**src/rtl/mem_port_arbiter.sv**
```systemverilog
// Two-requester arbiter (CPU and debug/loader) in front of a single-port synchronous word memory.
// Each transaction runs IDLE -> ACCESS -> CAPTURE -> RESP; every output is registered.
module mem_port_arbiter #(
    parameter int DEPTH        = 1024,
    parameter int AW           = 10,
    parameter bit DBG_PRIORITY = 1'b0
) (
    input  logic          clock,
    input  logic          reset_n,
    input  logic          cpu_req,
    input  logic          cpu_we,
    input  logic [31:0]   cpu_addr,
    input  logic [3:0]    cpu_be,
    input  logic [31:0]   cpu_wdata,
    output logic          cpu_ack,
    output logic [31:0]   cpu_rdata,
    output logic          cpu_err,
    input  logic          dbg_req,
    input  logic          dbg_we,
    input  logic [31:0]   dbg_addr,
    input  logic [3:0]    dbg_be,
    input  logic [31:0]   dbg_wdata,
    output logic          dbg_ack,
    output logic [31:0]   dbg_rdata,
    output logic          dbg_err,
    output logic          mem_en,
    output logic          mem_we,
    output logic [AW-1:0] mem_addr,
    output logic [3:0]    mem_be,
    output logic [31:0]   mem_wdata,
    input  logic [31:0]   mem_rdata,
    output logic [15:0]   contention_cnt
);
    typedef enum logic [1:0] {
        ST_IDLE,
        ST_ACCESS,
        ST_CAPTURE,
        ST_RESP
    } state_t;

    localparam logic [31:0] ADDR_LIMIT = 32'(DEPTH) << 2;

    state_t r_state;
    state_t w_state_next;

    logic        r_last_dbg;
    logic        r_win_dbg;
    logic        r_oor;
    logic        r_rd;

    logic        w_grant;
    logic        w_both;
    logic        w_pick_dbg;
    logic        w_sel_we;
    logic        w_sel_oor;
    logic [31:0] w_sel_addr;
    logic [3:0]  w_sel_be;
    logic [31:0] w_sel_wdata;
    logic [31:0] w_cap_data;

    assign w_grant = (r_state == ST_IDLE) && (cpu_req || dbg_req);
    assign w_both  = cpu_req && dbg_req;

    // On a tie the debug side wins if it has priority or if the CPU was served last.
    assign w_pick_dbg  = dbg_req && (!cpu_req || DBG_PRIORITY || !r_last_dbg);
    assign w_sel_we    = w_pick_dbg ? dbg_we    : cpu_we;
    assign w_sel_addr  = w_pick_dbg ? dbg_addr  : cpu_addr;
    assign w_sel_be    = w_pick_dbg ? dbg_be    : cpu_be;
    assign w_sel_wdata = w_pick_dbg ? dbg_wdata : cpu_wdata;
    assign w_sel_oor   = (w_sel_addr >= ADDR_LIMIT);
    assign w_cap_data  = (r_rd && !r_oor) ? mem_rdata : 32'h0;

    always_ff @(posedge clock) begin
        if (!reset_n) begin
            r_state <= ST_IDLE;
        end else begin
            r_state <= w_state_next;
        end
    end

    always_comb begin
        w_state_next = r_state;
        case (r_state)
            ST_IDLE:    if (cpu_req || dbg_req) w_state_next = ST_ACCESS;
            ST_ACCESS:  w_state_next = ST_CAPTURE;
            ST_CAPTURE: w_state_next = ST_RESP;
            ST_RESP:    w_state_next = ST_IDLE;
            default:    w_state_next = ST_IDLE;
        endcase
    end

    always_ff @(posedge clock) begin
        if (!reset_n) begin
            r_last_dbg     <= 1'b1;
            r_win_dbg      <= 1'b0;
            r_oor          <= 1'b0;
            r_rd           <= 1'b0;
            mem_en         <= 1'b0;
            mem_we         <= 1'b0;
            mem_addr       <= '0;
            mem_be         <= 4'h0;
            mem_wdata      <= 32'h0;
            cpu_ack        <= 1'b0;
            cpu_rdata      <= 32'h0;
            cpu_err        <= 1'b0;
            dbg_ack        <= 1'b0;
            dbg_rdata      <= 32'h0;
            dbg_err        <= 1'b0;
            contention_cnt <= 16'h0;
        end else begin
            case (r_state)
                ST_IDLE: begin
                    if (w_grant) begin
                        r_win_dbg  <= w_pick_dbg;
                        r_last_dbg <= w_pick_dbg;
                        r_oor      <= w_sel_oor;
                        r_rd       <= !w_sel_we;
                        mem_en     <= !w_sel_oor;
                        mem_we     <= w_sel_we;
                        mem_addr   <= w_sel_addr[AW+1:2];
                        mem_be     <= w_sel_we ? w_sel_be : 4'h0;
                        mem_wdata  <= w_sel_wdata;
                        if (w_both && (contention_cnt != 16'hFFFF)) begin
                            contention_cnt <= contention_cnt + 16'd1;
                        end
                    end
                end
                ST_ACCESS: begin
                    mem_en <= 1'b0;
                    mem_we <= 1'b0;
                end
                ST_CAPTURE: begin
                    if (r_win_dbg) begin
                        dbg_ack   <= 1'b1;
                        dbg_rdata <= w_cap_data;
                        dbg_err   <= r_oor;
                    end else begin
                        cpu_ack   <= 1'b1;
                        cpu_rdata <= w_cap_data;
                        cpu_err   <= r_oor;
                    end
                end
                ST_RESP: begin
                    cpu_ack   <= 1'b0;
                    cpu_rdata <= 32'h0;
                    cpu_err   <= 1'b0;
                    dbg_ack   <= 1'b0;
                    dbg_rdata <= 32'h0;
                    dbg_err   <= 1'b0;
                end
                default: begin
                    mem_en <= 1'b0;
                end
            endcase
        end
    end

endmodule

```
**config.mk**
```make
export PLATFORM = sky130hd
export DESIGN_NAME = mem_port_arbiter
export DESIGN_NICKNAME = d
export VERILOG_FILES = /design/src/rtl/mem_port_arbiter.sv
export SDC_FILE = /design/constraint.sdc
export NUM_CORES = 1
export LEC_CHECK = 0
export ABC_CLOCK_PERIOD_IN_PS = 2410
export CAP_MARGIN = 20
export CORE_MARGIN = 3
export CORE_UTILIZATION = 40
export CTS_BUF_LIST = sky130_fd_sc_hd__clkbuf_4
export CTS_CLUSTER_DIAMETER = 60
export DETAILED_ROUTE_END_ITERATION = 8
export PLACE_DENSITY = 0.9
export SLEW_MARGIN = 15
export SYNTH_ARGS = -nofsm -noshare
export SYNTH_HDL_FRONTEND = slang
export SYNTH_SLANG_ARGS = --single-unit
```
**constraint.sdc**
```tcl
create_clock -name clock -period 2.41 [get_ports clock]
set_input_delay 0.482 -clock clock [delete_from_list [all_inputs] [get_ports clock]]
set_output_delay 0.482 -clock clock [all_outputs]
set_load 0.05 [all_outputs]
```
* Yosys cells after proc, flatten, opt, wreduce, memory -nomap -nowiden
Index checks and enable logic that the tools add are counted.
Word-level totals: input port bits 174, register bits 138, output and inout port bits 132
Cells by class: reduce and logical (&&, ||, !) cells 20, equal/unequal tests 8, $add $sub $neg 1, order comparisons 1, multiplexer cells 24
Operators by type and width (count):
- two-way mux 32 bit | 5
- one-hot mux 32 bit (2 select lines) | 2
- greater-or-equal comparator 32 x 13 -> 1 bit (second input constant) | 1
- adder 16 x 1 -> 16 bit (second input constant) | 1
- != test 16 bit (second input constant) | 1
- one-hot mux 1 bit (2 select lines) | 6
- two-way mux 4 bit | 2
- one-hot mux 2 bit (4 select lines) | 1
- AND reduction 2 bit | 4
- two-way mux 1 bit | 7
- != test 2 bit (second input constant) | 3
- logical AND 1 bit | 5
- zero test 1 bit | 5
- == test 2 bit (second input constant) | 2
- nonzero test 2 bit | 2
- AND reduction 3 bit | 1
- == test 2 x 1 -> 1 bit (second input constant) | 1
- zero test 2 bit | 1
- logical OR 1 bit | 2
- two-way mux 2 bit | 1
- != test 2 x 1 -> 1 bit (second input constant) | 1

* Depth between registers and ports, before layout
word-level depth 8, mapped depth 8, mapped depth without buffers 6

* Worst setup path before layout
OpenSTA, ideal clock, no wires.
path type register to register, start register contention_cnt[1], end register contention_cnt[2], buffers on the path 1, period minus slack after synthesis 2.008 ns, setup time 0.070 ns, cell stages (with the launch flop) 7, path slack 0.402 ns, required time 2.340 ns, arrival time 1.937 ns, path through dfxtp_1 -> ha_1 -> nand4_1 -> nor4b_4 -> buf_4 -> o21ai_0 -> a21oi_1
On the way: word-level cells in the longest chain between the ends 3, elaborated cells between the ends (all ways) 4
Ends and longest elaborated chain:
- from (decl) | RTL line 32 | output logic [15:0] contention_cnt
- from (signal assigned) | RTL line 124 | contention_cnt <= contention_cnt + 16'd1;
- parallel branches: the longest is 3 deep, another holds adder 16 x 1 -> 16 bit
Several ways; the timed one is not identified. A chain may end at the register's enable or synchronous reset.

* Final worst setup path
start register contention_cnt[13], end output port contention_cnt[13]
No word-level cell between the ends.

==> impl.org <==
** Clock tree
- Clock latency on the worst-skew pair, taken at its later pin, is ~0.54 ns.
- The tree built by TritonCTS fans out to between 100 and 150 sinks.
- Clock slew at reported path FFs :: 0.12 ns
- Buffers added to address setup during post-CTS repair amount to 0.
- Resized cells post-CTS :: 0
- Maximum count of clock buffers along a single path :: 2
- TritonCTS built the clock tree.
- Post-CTS Hold Buffers :: 0
- CTS buffer count :: 17
- H-tree Lvls :: 4
- Clock tree synthesis selected as its root buffer the cell sky130_fd_sc_hd__clkbuf_4.

** Critical path
- Type of destination of the critical path :: output pin
- CP Class :: flip-flop to output pin
- For this run, the slowest stage of the critical path takes approximately 0.84 ns.
- Traced cell by cell, the critical path runs through clkdlybuf4s50_1.
- Number of stages on the worst setup path :: 1
- The slowest stage of the critical path is the sky130_fd_sc_hd__clkdlybuf4s50_1 cell.
- Sum of buffers and inverters on the critical path :: 1
- At the worst endpoint, the required time is 1.93 ns.
- On the critical path the largest part of the delay comes from buffers and inverters.
- The worst register-to-register path has a depth of 5.
- For the worst setup path, the data arrival time is 1.83 ns.
- Along the worst path, the maximum fanout reaches 6.
- Launching element type of the critical path :: flip-flop

** Logic synthesis
- Multiplexer area fraction after synthesis :: around 8.5%
- Averaged over all synthesized cells, the footprint is 9.44 um^2.
- Combined area of all synthesized cells :: approximately 0.0057 mm^2
- Main combinational cell family by area after synthesis :: compound AO/OA/AOI/OAI gates
- Synthesis instantiated 47 different standard cells from the library.
- The synthesized netlist devotes between 20% and 30% of its cell area to compound gates.
- Yosys reg bits :: around 140
- Counting flops with a built-in enable in the synthesized netlist gives 0.
- Counting flops with an async set or reset pin after synthesis yields a share of 0%.
- Synthesis handed over a netlist of 602 instances.
- Number of warnings printed during yosys synthesis :: 0
- Total nets after synthesis :: between 700 and 800
- Sequential-to-total area share from yosys stat :: a little under 50%
- The synthesized netlist devotes between 10% and 20% of its cell area to simple gates.
- Adder-cell share of the synthesized area :: under 10%
- Dominant synthesized flop cell :: sky130_fd_sc_hd__dfxtp_1
- Fraction of synthesized cell area in xor and xnor cells :: 0%

** Power
- Cell Int Power :: between 4000 and 5000 uW
- Sequential fraction of design power :: a little over a third
- Overall power after layout :: around 8000 uW
- In this run the power spent charging and discharging nets is about 3400 uW.
- Power share of the clock group :: a little under a fifth
- Combinational logic is responsible for a little under half of the overall power.
- Switch share :: between 40% and 50%
- P per Cell Area :: roughly 870 mW/mm^2
- VDD IR-drop max :: a little under 700 uV
- Cell leakage power :: between 0.003 and 0.004 uW

** Detailed routing
- In this run the remaining antenna-violating nets after routing total 0.
- In the routed design, unresolved DRC markers number 0.
- First-iteration detailed-routing DRC count :: between 300 and 400
- Dividing the detail-routed via count by the number of cells gives roughly 5.4.
- For this run, the detailed router's first-pass iteration total came to 5.
- Summed over all nets, wire length on met2 after detailed routing comes to 9620 um.
- The highest metal layer carrying signal wires in the routed design is met4.
- The routed layout has around 5,800 vias.
- After detailed routing, the average wire length per cell comes to around 17 um.
- In the detailed route, the total length drawn on met3 is roughly 1400 um.
- Routed Wire Length :: 18,500 um
- Routed length on met1 :: approximately 7000 um

** Floorplan
- Area of the die :: ~0.016 mm^2
- Effective utilization at floorplan :: between 40% and 50%
- From bottom edge to top edge, the die measures 125 um.
- In this run the horizontal extent of the chip is 125 um.
- slightly above 300 I/O pins were placed.
- Core Box Area :: around 0.014 mm^2
- After floorplanning, the core was divided into 42 placement rows.

** STA
- Transition at the pin with the smallest max-transition slack :: 0.630 ns
- For this run, the top clock speed supported by timing is about 430 MHz.
- After layout, the minimum clock period comes to 2.31 ns.
- Period utilisation layout :: 96.0%
- Final number of hold-violating endpoints :: 0
- For the final database, setup skew stands at ~0.010 ns.
- Count of final max-slew check failures :: 0
- Worst relative slew slack :: between 50 and 60%
- Final-report setup violation count :: 0
- Hold is met by about 0.47 ns.

** Cells and area
- Of the cells placed in the final design, the portion with a size suffix greater than 1 is under 10%.
- Nets@finish :: 1,076
- After filler insertion, the fill cell instance count of the layout stands at a little over 1,000.
- Relative to the synthesized area, the layout overhead comes to 62.2%.
- Leaving out fill and tap cells, the most frequent cell in the layout is sky130_fd_sc_hd__clkdlybuf4s50_1.
- Finished Core Util :: between 60% and 70%
- The top cell types in the final layout, fill and taps aside, are sky130_fd_sc_hd__clkdlybuf4s50_1, sky130_fd_sc_hd__dfxtp_1, sky130_fd_sc_hd__nor2_1.

** Outcome
- Run status :: finished, final reports clean

** Placement
- After legalization and detailed placement, the total HPWL measured 14,100 um.
- Routability congestion estimate :: 0.836
- Port buffering added between 300 and 400 buffers.

** Global route
- Entering global routing, the biggest net connects 42 pins.
- GR Overflow Total :: 0
- Global Route Usage Sum :: between 20% and 30%
- Wire length of the first global-routing pass :: 29,600 um
- The number of antenna violations at the first check in global routing was 1.
- Via count of the first global-routing pass :: 5,841

** Run
- Number of maximum-capacitance constraint violations :: 0

** Worst hold path
- Cells on Worst Hold Path :: 2
- The worst hold path belongs to the class flip-flop to flip-flop.
Yosys cell counts (all sizes together) (5+ instances only):
master	instances	area, um^2
mux2i	48	480
a21oi	25	125
or4	7	52.6
nand3	6	30.0
nor4	10	62.6
dfxtp	138	2760
or3	10	62.6
nor2	109	409
o21ai	10	50.1
a211oi	42	315
nand4	7	73.8
buf	19	141
ha	5	62.6
clkbuf	30	113
nand2	27	101
a22oi	63	473
o31ai	8	60.1
cells by family after synthesis:
family                     count (synthesis)
and+or+nand+nor                          196
AOI/OAI and AO/OA                        162
DFF                                      138
buffers and inverters                     53
muxes                                     48
adders and majority gates                  5
state kept, by name, indices dropped and copies added (netlist names), 2 cells and up:
| signal | cells |
|---|---|
| r_state | 2 |
| mem_addr | 10 |
| contention_cnt | 16 |
| cpu_rdata | 32 |
| dbg_rdata | 32 |
| mem_be | 4 |
| mem_wdata | 32 |
power groups by stage:
| stage | combinational [uW] | clock [uW] | sequential, uW |
|---|---|---|---|
| 2_1_floorplan | 1200 | 0 | 3950 |
| 3_3_place_gp | 3640 | 0 | 2880 |
| 3_5_place_dp | 3680 | 0 | 2890 |
| 4_1_cts | 3700 | 1530 | 2840 |
| 5_1_grt | 3930 | 1640 | 2890 |
| 6_report | 3680 | 1490 | 2840 |
metrics by stage:
stage / area (um^2) / setup slack (ns) / TNS, ns / instances
2_1_floorplan: 5680 / 0.402 / 0 / 602
3_3_place_gp: 8930 / 0.152 / 0 / 1054
3_5_place_dp: 8930 / 0.108 / 0 / 1054
4_1_cts: 9210 / 0.00659 / 0 / 1086
5_1_grt: 9220 / -0.00700 / -0.0113 / 1088
6_report: 9220 / 0.0975 / 0 / 1088
final timing paths:
check,start,slack (ns),endpoint
setup / recovery,contention_cnt[13],0.1,contention_cnt[13]
hold / removal,mem_we,0.47,mem_we
setup reg to reg,contention_cnt[0],0.45,contention_cnt[7]
hold reg to reg,mem_we,0.47,mem_we
area by class of cell:
cell class	instances	area (um^2)	area share, %
repair buffers	325	3260	35.4
flip-flops and latches	138	2760	30.0
multi-input cells	411	2670	29.0
well taps	176	220	2.39
clock inverters	15	151	1.64
clock buffers	17	128	1.38
inverters	4	17.5	0.190
diodes	2	5.00	0.0543
metal layers:
layer	track usage (%)	vias up
met1	25.9	2725
met5	0	-
li1	-	2817
met2	40.8	248
met4	9.44	0
met3	8.32	33
Power figures use the tool's default switching activity.
